File: src/rtl/clock_time_keeper_if.sv
// Mode/pulse inputs and time/display outputs of the timekeeping datapath.
// The mode FSM side drives the master modport; the datapath uses the slave modport.
interface clock_time_keeper_if;
    logic [2:0] mode;
    logic       inc_hr;
    logic       inc_min;
    logic       alarm_en;
    logic [4:0] hours;
    logic [5:0] minutes;
    logic [5:0] seconds;
    logic [4:0] disp_hours;
    logic [5:0] disp_minutes;
    logic       pm;
    logic       fmt_12h;
    logic       alarm_ring;

    modport master (
        output mode, inc_hr, inc_min, alarm_en,
        input  hours, minutes, seconds, disp_hours, disp_minutes, pm, fmt_12h, alarm_ring
    );

    modport slave (
        input  mode, inc_hr, inc_min, alarm_en,
        output hours, minutes, seconds, disp_hours, disp_minutes, pm, fmt_12h, alarm_ring
    );
endinterface

File: src/rtl/clock_time_keeper.sv
// HH:MM:SS timekeeper with 1 Hz prescaler, time/alarm/format setting by mode,
// alarm ring control and 12/24-hour display conversion.
module clock_time_keeper #(
    parameter int unsigned CLK_HZ = 100000000
) (
    input  logic                clk,
    input  logic                rst,
    clock_time_keeper_if.slave  bus
);

    localparam int unsigned    PW     = (CLK_HZ > 1) ? $clog2(CLK_HZ) : 1;
    localparam logic [PW-1:0]  PRE_TC = PW'(CLK_HZ - 1);

    localparam logic [2:0] MODE_SET_TIME  = 3'b010;
    localparam logic [2:0] MODE_WAIT2     = 3'b011;
    localparam logic [2:0] MODE_SET_ALARM = 3'b100;
    localparam logic [2:0] MODE_WAIT3     = 3'b101;
    localparam logic [2:0] MODE_SET_FMT   = 3'b110;

    logic [PW-1:0] pre_q, pre_d;
    logic [5:0]    sec_q, sec_d;
    logic [5:0]    min_q, min_d;
    logic [4:0]    hr_q, hr_d;
    logic [5:0]    amin_q, amin_d;
    logic [4:0]    ahr_q, ahr_d;
    logic          fmt_q, fmt_d;
    logic          ring_q, ring_d;

    logic          hold;
    logic          tick;
    logic          sec_wrap;
    logic          min_wrap;
    logic [5:0]    nxt_sec;
    logic [5:0]    nxt_min;
    logic [4:0]    nxt_hr;
    logic          alarm_hit;
    logic [4:0]    src_hr;
    logic [5:0]    src_min;
    logic [4:0]    disp_hr;
    logic          disp_pm;

    function automatic logic [5:0] inc_mod60(input logic [5:0] v);
        return (v == 6'd59) ? 6'd0 : v + 6'd1;
    endfunction

    function automatic logic [4:0] inc_mod24(input logic [4:0] v);
        return (v == 5'd23) ? 5'd0 : v + 5'd1;
    endfunction

    // Prescaler and the "next second" value of the time-of-day counter.
    always_comb begin
        hold     = (bus.mode == MODE_SET_TIME) || (bus.mode == MODE_WAIT2);
        tick     = !hold && (pre_q == PRE_TC);
        pre_d    = (hold || tick) ? '0 : pre_q + PW'(1);
        sec_wrap = (sec_q == 6'd59);
        min_wrap = (min_q == 6'd59);
        nxt_sec  = sec_wrap ? 6'd0 : sec_q + 6'd1;
        nxt_min  = sec_wrap ? inc_mod60(min_q) : min_q;
        nxt_hr   = (sec_wrap && min_wrap) ? inc_mod24(hr_q) : hr_q;
        alarm_hit = (nxt_hr == ahr_q) && (nxt_min == amin_q) && (nxt_sec == 6'd0);
    end

    always_comb begin
        sec_d  = sec_q;
        min_d  = min_q;
        hr_d   = hr_q;
        amin_d = amin_q;
        ahr_d  = ahr_q;
        fmt_d  = fmt_q;

        case (bus.mode)
            MODE_SET_TIME: begin
                sec_d = 6'd0;
                if (bus.inc_min) min_d = inc_mod60(min_q);
                if (bus.inc_hr)  hr_d  = inc_mod24(hr_q);
            end
            MODE_WAIT2: begin
            end
            default: begin
                if (tick) begin
                    sec_d = nxt_sec;
                    min_d = nxt_min;
                    hr_d  = nxt_hr;
                end
            end
        endcase

        if (bus.mode == MODE_SET_ALARM) begin
            if (bus.inc_min) amin_d = inc_mod60(amin_q);
            if (bus.inc_hr)  ahr_d  = inc_mod24(ahr_q);
        end

        if ((bus.mode == MODE_SET_FMT) && (bus.inc_hr || bus.inc_min))
            fmt_d = ~fmt_q;
    end

    // A match lands on a seconds-wrap tick, so set must win over the auto-off.
    always_comb begin
        ring_d = ring_q;
        if (!bus.alarm_en)
            ring_d = 1'b0;
        else if (tick && alarm_hit)
            ring_d = 1'b1;
        else if (tick && sec_wrap)
            ring_d = 1'b0;
    end

    always_ff @(posedge clk or negedge rst) begin
        if (!rst) begin
            pre_q  <= '0;
            sec_q  <= 6'd0;
            min_q  <= 6'd0;
            hr_q   <= 5'd0;
            amin_q <= 6'd0;
            ahr_q  <= 5'd0;
            fmt_q  <= 1'b0;
            ring_q <= 1'b0;
        end else begin
            pre_q  <= pre_d;
            sec_q  <= sec_d;
            min_q  <= min_d;
            hr_q   <= hr_d;
            amin_q <= amin_d;
            ahr_q  <= ahr_d;
            fmt_q  <= fmt_d;
            ring_q <= ring_d;
        end
    end

    always_comb begin
        if ((bus.mode == MODE_SET_ALARM) || (bus.mode == MODE_WAIT3)) begin
            src_hr  = ahr_q;
            src_min = amin_q;
        end else begin
            src_hr  = hr_q;
            src_min = min_q;
        end

        disp_hr = src_hr;
        disp_pm = 1'b0;
        if (fmt_q) begin
            if (src_hr == 5'd0) begin
                disp_hr = 5'd12;
            end else if (src_hr == 5'd12) begin
                disp_pm = 1'b1;
            end else if (src_hr > 5'd12) begin
                disp_hr = src_hr - 5'd12;
                disp_pm = 1'b1;
            end
        end
    end

    assign bus.hours        = hr_q;
    assign bus.minutes      = min_q;
    assign bus.seconds      = sec_q;
    assign bus.disp_hours   = disp_hr;
    assign bus.disp_minutes = src_min;
    assign bus.pm           = disp_pm;
    assign bus.fmt_12h      = fmt_q;
    assign bus.alarm_ring   = ring_q;

endmodule

File: src/flat_wrapper.sv
// flat-port wrapper written by rule: the top's interface ports become plain ports
module clock_time_keeper_flat 
#(
    parameter int unsigned CLK_HZ = 100000000
)
  (clk, rst, bus_mode, bus_inc_hr, bus_inc_min, bus_alarm_en, bus_hours, bus_minutes, bus_seconds, bus_disp_hours, bus_disp_minutes, bus_pm, bus_fmt_12h, bus_alarm_ring);
  clock_time_keeper_if bus_i ();
  input  logic clk;
  input  logic rst;
  input wire logic [$bits(bus_i.mode)-1:0] bus_mode;
  input wire logic [$bits(bus_i.inc_hr)-1:0] bus_inc_hr;
  input wire logic [$bits(bus_i.inc_min)-1:0] bus_inc_min;
  input wire logic [$bits(bus_i.alarm_en)-1:0] bus_alarm_en;
  output wire logic [$bits(bus_i.hours)-1:0] bus_hours;
  output wire logic [$bits(bus_i.minutes)-1:0] bus_minutes;
  output wire logic [$bits(bus_i.seconds)-1:0] bus_seconds;
  output wire logic [$bits(bus_i.disp_hours)-1:0] bus_disp_hours;
  output wire logic [$bits(bus_i.disp_minutes)-1:0] bus_disp_minutes;
  output wire logic [$bits(bus_i.pm)-1:0] bus_pm;
  output wire logic [$bits(bus_i.fmt_12h)-1:0] bus_fmt_12h;
  output wire logic [$bits(bus_i.alarm_ring)-1:0] bus_alarm_ring;
  assign bus_i.mode = bus_mode;
  assign bus_i.inc_hr = bus_inc_hr;
  assign bus_i.inc_min = bus_inc_min;
  assign bus_i.alarm_en = bus_alarm_en;
  assign bus_hours = bus_i.hours;
  assign bus_minutes = bus_i.minutes;
  assign bus_seconds = bus_i.seconds;
  assign bus_disp_hours = bus_i.disp_hours;
  assign bus_disp_minutes = bus_i.disp_minutes;
  assign bus_pm = bus_i.pm;
  assign bus_fmt_12h = bus_i.fmt_12h;
  assign bus_alarm_ring = bus_i.alarm_ring;
  clock_time_keeper #(.CLK_HZ(CLK_HZ)) u_core (.clk(clk), .rst(rst), .bus(bus_i));
endmodule
File: config.mk
export PLATFORM = sky130hd
export DESIGN_NAME = clock_time_keeper_flat
export DESIGN_NICKNAME = d
export VERILOG_FILES = /design/src/rtl/clock_time_keeper_if.sv /design/src/rtl/clock_time_keeper.sv /design/src/flat_wrapper.sv
export SDC_FILE = /design/constraint.sdc
export NUM_CORES = 1
export LEC_CHECK = 0
export ABC_AREA = 1
export BUFFER_PORTS_ARGS = -buffer_cell sky130_fd_sc_hd__buf_4
export CAP_MARGIN = 20
export CORE_MARGIN = 2
export CORE_UTILIZATION = 55
export DETAILED_ROUTE_END_ITERATION = 10
export GPL_TIMING_DRIVEN = 0
export PLACE_DENSITY = 0.77
export SYNTH_ARGS = -nofsm -noshare
export SYNTH_HDL_FRONTEND = slang
export SYNTH_SLANG_ARGS = --single-unit
File: constraint.sdc
create_clock -name clk -period 2 [get_ports clk]
set_input_delay 0.3 -clock clk [delete_from_list [all_inputs] [get_ports clk]]
set_output_delay 0.3 -clock clk [all_outputs]
set_load 0.01 [all_outputs]
==> key figures, run 1 <==
Run
  • Max-cap check violation count: 0

Placement
  • DP Wirelength: 7036 um
  • Placed Cells: 704
  • Global placement routability congestion: 0.9066
  • Port bufs: 38

Run status
  • Failing checks: negative setup slack
  • Status: complete, but fails checks

Power
  • Pwr/cell area: 944.3 mW/mm2
  • VDD IR max: 0.5547 mV
  • Lkg Pwr: 2.502 nW

Floorplan
  • Die area: 0.007790 mm2
  • DIE WIDTH: 88.26 um
  • Boundary Pins: 39
  • Row count: 30
  • Die height: 88.26 um
  • Initial Util: 0.5716
  • Core Box Area: 0.006832 mm2

Yosys
  • EDFF count, synth: 0
  • Distinct cells, synth: 36
  • Ys async rst share: 1.000
  • Synth Instances: 570
  • Top_reg_cell synth: dfrtp_1
  • Syn nets: 587
  • Ys Warns: 0
  • Sequential area share after synthesis: 0.3653
  • FF+latch count, synth: 57
  • Post-Syn Area per Cell: 6.851 um2
  • Post-synth design cell area: 0.003905 mm2

Timing
  • Fin crit share: 1.099
  • Setup slack after layout: -0.1982 ns
  • Setup TNS: -0.5204 ns
  • Fin. Hold Viols: 0
  • WHS: 0.007389 ns
  • Tightest Pin Transition: 0.7364 ns
  • Pins Over Slew Limit: 0
  • Min Tclk post-route: 2.198 ns
  • Max Clk Rate: 454.9 MHz
  • RSZ-0062 raised after global routing: yes
  • Max-slew headroom: 0.5091
  • Setup Skew: 0.008077 ns
  • Setup violations, final: 4

Layout
  • Antenna cells: 0
  • Layout area overhead: 33.35%
  • FILL cells: 521
  • Final std cells w/o fill: 770
  • Layout cell share with drive strength beyond 1: 0.2878
  • Nets: 686

Setup path
  • Critical path arrival: 1.90 ns
  • Reg2reg start: u_core.bus.seconds[1]
  • Reg2Reg Setup Slack: 0.03 ns
  • Max Fanout on Critical Path: 4
  • CP startpoint kind: flip-flop
  • CP endpoint kind: primary output
  • CP required: 1.70 ns
  • Reg2Reg Depth: 13
  • Crit path kind: reg -> out
  • Terminus of the critical flop-to-flop path: u_core.bus.alarm_ring

Detailed routing
  • DR DRC count: 0
  • First DRT Iteration DRCs: 265
  • Number of vias per cell: 5.553
  • Vias: 4276
  • Post-route ant nets: 0
  • Drt wl/cell: 14.71 um
  • Routed Wire Length: 11330 um
  • TritonRoute pass-1 iters: 5

Clock tree
  • CTS tree: done
  • H-tree depth: 3
  • Post-CTS Hold Buffers: 0
  • Clock transition at path regs: 0.07 ns
  • CTS Buffer Depth: 2
  • Clk_lat worst skew: 0.35 ns
  • CTS Buf Count: 9
  • Clock root cell: clkbuf_8
  • CTS Sinks: 57

GRT
  • Gr usage total: 0.2684
  • First-pass GRT wire length: 16370 um
  • Largest net degree at the start of global routing: 58
  • Gr ovfl total: 0
  • Via count of the first global-routing pass: 3743
  • Antenna violations before repair: 0

Worst hold path
  • Tightest Hold Check Type: in -> async
## metrics by stage
stage | cell area (um2) | utilization | total power [mW] | setup slack [ns]
after floorplan | 3905 | - | 2.529 | 0.05213
after global placement | 4310 | 0.6310 | 3.019 | -0.3500
after detailed placement | 4310 | 0.6310 | 3.059 | -0.4594
after CTS | 4761 | 0.6969 | 4.510 | -0.1609
after global routing | 5207 | 0.7623 | 5.219 | -0.2929
final | 5207 | 0.7623 | 4.918 | -0.1982
## worst max path at each step
stage	depth (start not counted)	start	slack (ns)	endpoint
floorplan	10	bus_mode[1]	0.05	bus_disp_hours[2]
global placement	12	bus_mode[1]	-0.35	bus_disp_hours[2]
detailed placement	12	bus_mode[1]	-0.46	bus_disp_hours[2]
CTS	10	u_core.bus.hours[2]	-0.16	bus_disp_hours[2]
global route	9	u_core.ahr_q[3]	-0.29	bus_disp_hours[3]
finish	9	u_core.ahr_q[3]	-0.20	bus_disp_hours[3]
## critical path: stages (launching register included)
cell,delay [ns]
dfrtp_1,0.36
inv_2,0.07
o21ai_4,0.21
buf_6,0.14
buf_6,0.10
a21oi_4,0.06
nor3_4,0.22
nand2_1,0.10
o211ai_1,0.14
buf_4,0.17
## power by group
part	switching, mW	total, mW	internal [mW]
clock	0.505	1.24	0.736
sequential	0.205	1.55	1.34
combinational	1.18	2.13	0.947
total	1.89	4.92	3.03
## routing by layer
layer,vias up,wire length [um],global-route usage
li1,2068,-,-
met1,1990,4534,0.3379
met2,184,5763,0.4552
met3,34,730,0.06157
met4,0,298,0.09366
met5,-,0,0
## cells in the mapped netlist (2+ instances only)
library cell | count | area, um2
or2_1 | 2 | 12.51
dfrtp_1 | 57 | 1426
clkbuf_1 | 2 | 7.510
nor3_2 | 4 | 40.04
nor4_1 | 5 | 31.28
nor2_2 | 5 | 31.28
o22ai_1 | 7 | 43.79
inv_1 | 66 | 247.7
nand3_1 | 54 | 270.3
nand2_2 | 5 | 31.28
buf_6 | 2 | 22.52
nor2_1 | 65 | 244.0
nor3_1 | 14 | 70.07
nand2_1 | 150 | 563.0
o21ai_0 | 34 | 170.2
o211ai_1 | 3 | 22.52
buf_2 | 8 | 40.04
ha_1 | 9 | 112.6
a21oi_1 | 24 | 120.1
nor2_4 | 5 | 56.30
o21a_1 | 2 | 15.01
inv_2 | 6 | 22.52
xnor2_1 | 3 | 26.28
o21ai_1 | 6 | 30.03
a31oi_1 | 5 | 31.28
nand4_1 | 9 | 56.30
xor2_1 | 9 | 78.83
## flip-flops by register name (all words and copies together), names as in the netlist
name / cells
u_core.bus.minutes: 6
u_core.bus.seconds: 6
u_core.pre_q: 27
u_core.bus.hours: 5
u_core.bus.fmt_12h: 1
u_core.ahr_q: 5
u_core.amin_q: 6
u_core.bus.alarm_ring: 1
## placed cells by master (no fill, tap or decap), drive strengths merged
cell,Yosys,layout
nor4,5,5
a2bb2oi,1,1
a211oi,1,1
a21oi,24,24
nor3,18,18
o22ai,7,7
xnor2,3,3
xor2,9,9
or2,3,3
buf,11,98
a31oi,5,5
o211ai,3,3
o2111ai,1,1
o21ai,42,43
clkbuf,2,12
inv,72,72
ha,9,9
o31ai,1,1
nand3,55,55
nand4,9,9
clkinv,0,1
o21a,2,2
clkinvlp,0,3
bufinv,0,2
nand2,155,155
nor2,75,75
dfrtp,57,57
## logic make-up after synthesis
group | Yosys count | synth area share
AOI/OAI and AO/OA | 87 | 0.1256
xor gates and xnor gates | 12 | 0.02692
DFF | 57 | 0.3653
buffers and inverters | 85 | 0.08908
and+or+nand+nor | 320 | 0.3643
adders and majority gates | 9 | 0.02884
## layout make-up
class                           count  area, um2  area share
Tap cell                           96      120.1     0.02307
Timing Repair Buffer               87      671.9      0.1290
Sequential cell                    57       1431      0.2749
Inverter                           72      272.8     0.05238
Clock buffer                       10      137.6     0.02643
Clock inverter                      6      91.34     0.01754
Multi-Input combinational cell    429       2374      0.4558
Buffer                             13      108.9     0.02090
## repair_timing
action | 4_1_cts | 5_1_grt
gates resized for setup | 32 | 57
pin swaps | 10 | 34
setup buffers | 17 | 31
endpoints found under the setup margin | 20 | 30
gates cloned | 0 | 2
Note: power is estimated with default switching activity, not from simulation.
==> run 2, diff against run 1 <==
--- a/config.mk
+++ b/config.mk
@@ -8,6 +8,7 @@
 export ABC_AREA = 1
 export BUFFER_PORTS_ARGS = -buffer_cell sky130_fd_sc_hd__buf_4
 export CAP_MARGIN = 20
+export CORE_ASPECT_RATIO = 1.2
 export CORE_MARGIN = 2
 export CORE_UTILIZATION = 55
 export DETAILED_ROUTE_END_ITERATION = 10
==> key figures, run 2 (same netlist as run 1, synthesis figures left out) <==
Run status
  • Status: complete, but fails checks
  • Failing checks: negative setup slack

Power
  • VDD IR max: 0.5479 mV
  • Pwr/cell area: 925.9 mW/mm2
  • Lkg Pwr: 2.438 nW

Setup path
  • Slowest cell on the critical path: dfrtp_1
  • Max Fanout on Critical Path: 6
  • Crit path kind: reg -> out
  • Cells along the critical path: o21ai_4 > inv_2 > a21oi_2 > nor3_4 > or2_1 > nand3_2 > buf_6
  • Terminus of the critical flop-to-flop path: u_core.bus.alarm_ring
  • CP endpoint kind: primary output
  • Reg2Reg Setup Slack: 0.07 ns
  • CP peak stage delay: 0.48 ns
  • CP required: 1.70 ns
  • Critical path arrival: 1.85 ns
  • Reg2reg start: u_core.bus.hours[2]
  • Reg2Reg Depth: 16
  • CP startpoint kind: flip-flop

Timing
  • RSZ-0062 raised after global routing: yes
  • Setup TNS: -0.4992 ns
  • Fin crit share: 1.075
  • Fin. Hold Viols: 0
  • Min Tclk post-route: 2.150 ns
  • Tightest Pin Transition: 0.7371 ns
  • Max Clk Rate: 465.1 MHz
  • Setup Skew: 0.01327 ns
  • Setup violations, final: 4
  • Max-slew headroom: 0.5086
  • Setup slack after layout: -0.1503 ns
  • Pins Over Slew Limit: 0

Floorplan
  • Die height: 96.31 um
  • DIE WIDTH: 80.92 um
  • Die area: 0.007793 mm2
  • Boundary Pins: 39
  • Initial Util: 0.5697
  • Core Box Area: 0.006854 mm2
  • Row count: 33

Layout
  • Commonest non-fill, non-tap cells in the layout: nand2_1, buf_4, nor2_1
  • Nets: 671
  • Layout cell share with drive strength beyond 1: 0.2580
  • Largest register by flop count: u_core.pre_q
  • Most common cell after layout, fill and taps aside: nand2_1
  • Max FFs per register: 27
  • FILL cells: 550
  • Layout area overhead: 28.48%
  • Antenna cells: 0

Worst hold path
  • Tightest Hold Check Type: in -> async

GRT
  • Gr ovfl total: 0
  • Largest net degree at the start of global routing: 58
  • First-pass GRT wire length: 18090 um
  • Via count of the first global-routing pass: 3900
  • Gr usage total: 0.3010
  • Antenna violations before repair: 0

Clock tree
  • H-tree depth: 3
  • Clk_lat worst skew: 0.35 ns
  • Clock transition at path regs: 0.07 ns
  • Clock root cell: clkbuf_8
  • CTS Buf Count: 9
  • CTS tree: done
  • CTS Sinks: 57
  • CTS Buffer Depth: 2
  • Post-CTS Hold Buffers: 0

Detailed routing
  • DR DRC count: 0
  • Post-route ant nets: 0
  • Routed Wire Length: 11210 um
  • TritonRoute pass-1 iters: 6
  • Number of vias per cell: 5.653
  • First DRT Iteration DRCs: 446
  • Drt wl/cell: 15.03 um
  • Vias: 4217

Placement
  • DP Worst Slack: -0.3875 ns
  • Port bufs: 38
  • Global placement routability congestion: 0.9030
  • DP Wirelength: 7083 um

Run
  • Max-cap check violation count: 0
-- run 2: metal layers --
layer	vias up	global-route usage	share of wire
met4	0	0.1441	0.046
met3	59	0.05253	0.055
met1	1936	0.3557	0.39
li1	2040	-	-
met5	-	0	0
met2	182	0.5262	0.50
-- run 2: cell type report --
| type | count | area [um2] | area share |
|---|---|---|---|
| Inverter | 72 | 272.8 | 0.05436 |
| Multi-Input combinational cell | 428 | 2376 | 0.4736 |
| Clock buffer | 13 | 158.9 | 0.03167 |
| Clock inverter | 3 | 15.01 | 0.002993 |
| Tap cell | 87 | 108.9 | 0.02170 |
| Timing Repair Buffer | 73 | 559.3 | 0.1115 |
| Buffer | 13 | 95.09 | 0.01895 |
| Sequential cell | 57 | 1431 | 0.2853 |
-- run 2: power breakdown --
part | switching, mW | internal [mW] | leakage, nW
sequential | 0.220 | 1.34 | 0.743
clock | 0.481 | 0.512 | 0.0932
combinational | 1.18 | 0.915 | 1.60
total | 1.88 | 2.77 | 2.44
-- run 2: repair_timing --
item,CTS,global route
buffers inserted,28,9
endpoints found under the setup margin,24,28
gates resized for setup,44,35
pin swaps,19,17
hold endpoints to repair,0,0
-- run 2: worst max-delay path: cells and delay by family, from the launching register on --
kind	cells	cell delay [ns]
DFF	1	0.48
AOI/OAI and AO/OA	2	0.45
and+or+nand+nor	3	0.37
buffers and inverters	2	0.20
-- run 2: worst max-delay path by stage --
| stage | from | endpoint | slack (ns) | depth (start not counted) |
|---|---|---|---|---|
| after CTS | u_core.bus.hours[2] | bus_disp_hours[2] | -0.15 | 10 |
| after global routing | u_core.ahr_q[2] | bus_disp_hours[2] | -0.21 | 9 |
| after detailed placement | bus_mode[1] | bus_disp_hours[2] | -0.39 | 12 |
| after floorplan | bus_mode[1] | bus_disp_hours[2] | 0.05 | 10 |
| final | u_core.ahr_q[4] | bus_disp_hours[2] | -0.15 | 7 |
| after global placement | bus_mode[1] | bus_disp_hours[2] | -0.33 | 12 |
-- run 2: through the flow --
stage | total power [mW] | utilization | std cells | hold WS, ns | area (um2)
6_report | 4.646 | 0.7320 | 746 | 0.004286 | 5017
3_5_place_dp | 3.063 | 0.6272 | 695 | 0.4058 | 4299
5_1_grt | 4.953 | 0.7320 | 746 | 0.06255 | 5017
3_3_place_gp | 3.020 | 0.6272 | 695 | 0.4071 | 4299
2_1_floorplan | 2.529 | - | 570 | 0.004409 | 3905
4_1_cts | 4.388 | 0.7017 | 738 | 0.03292 | 4810
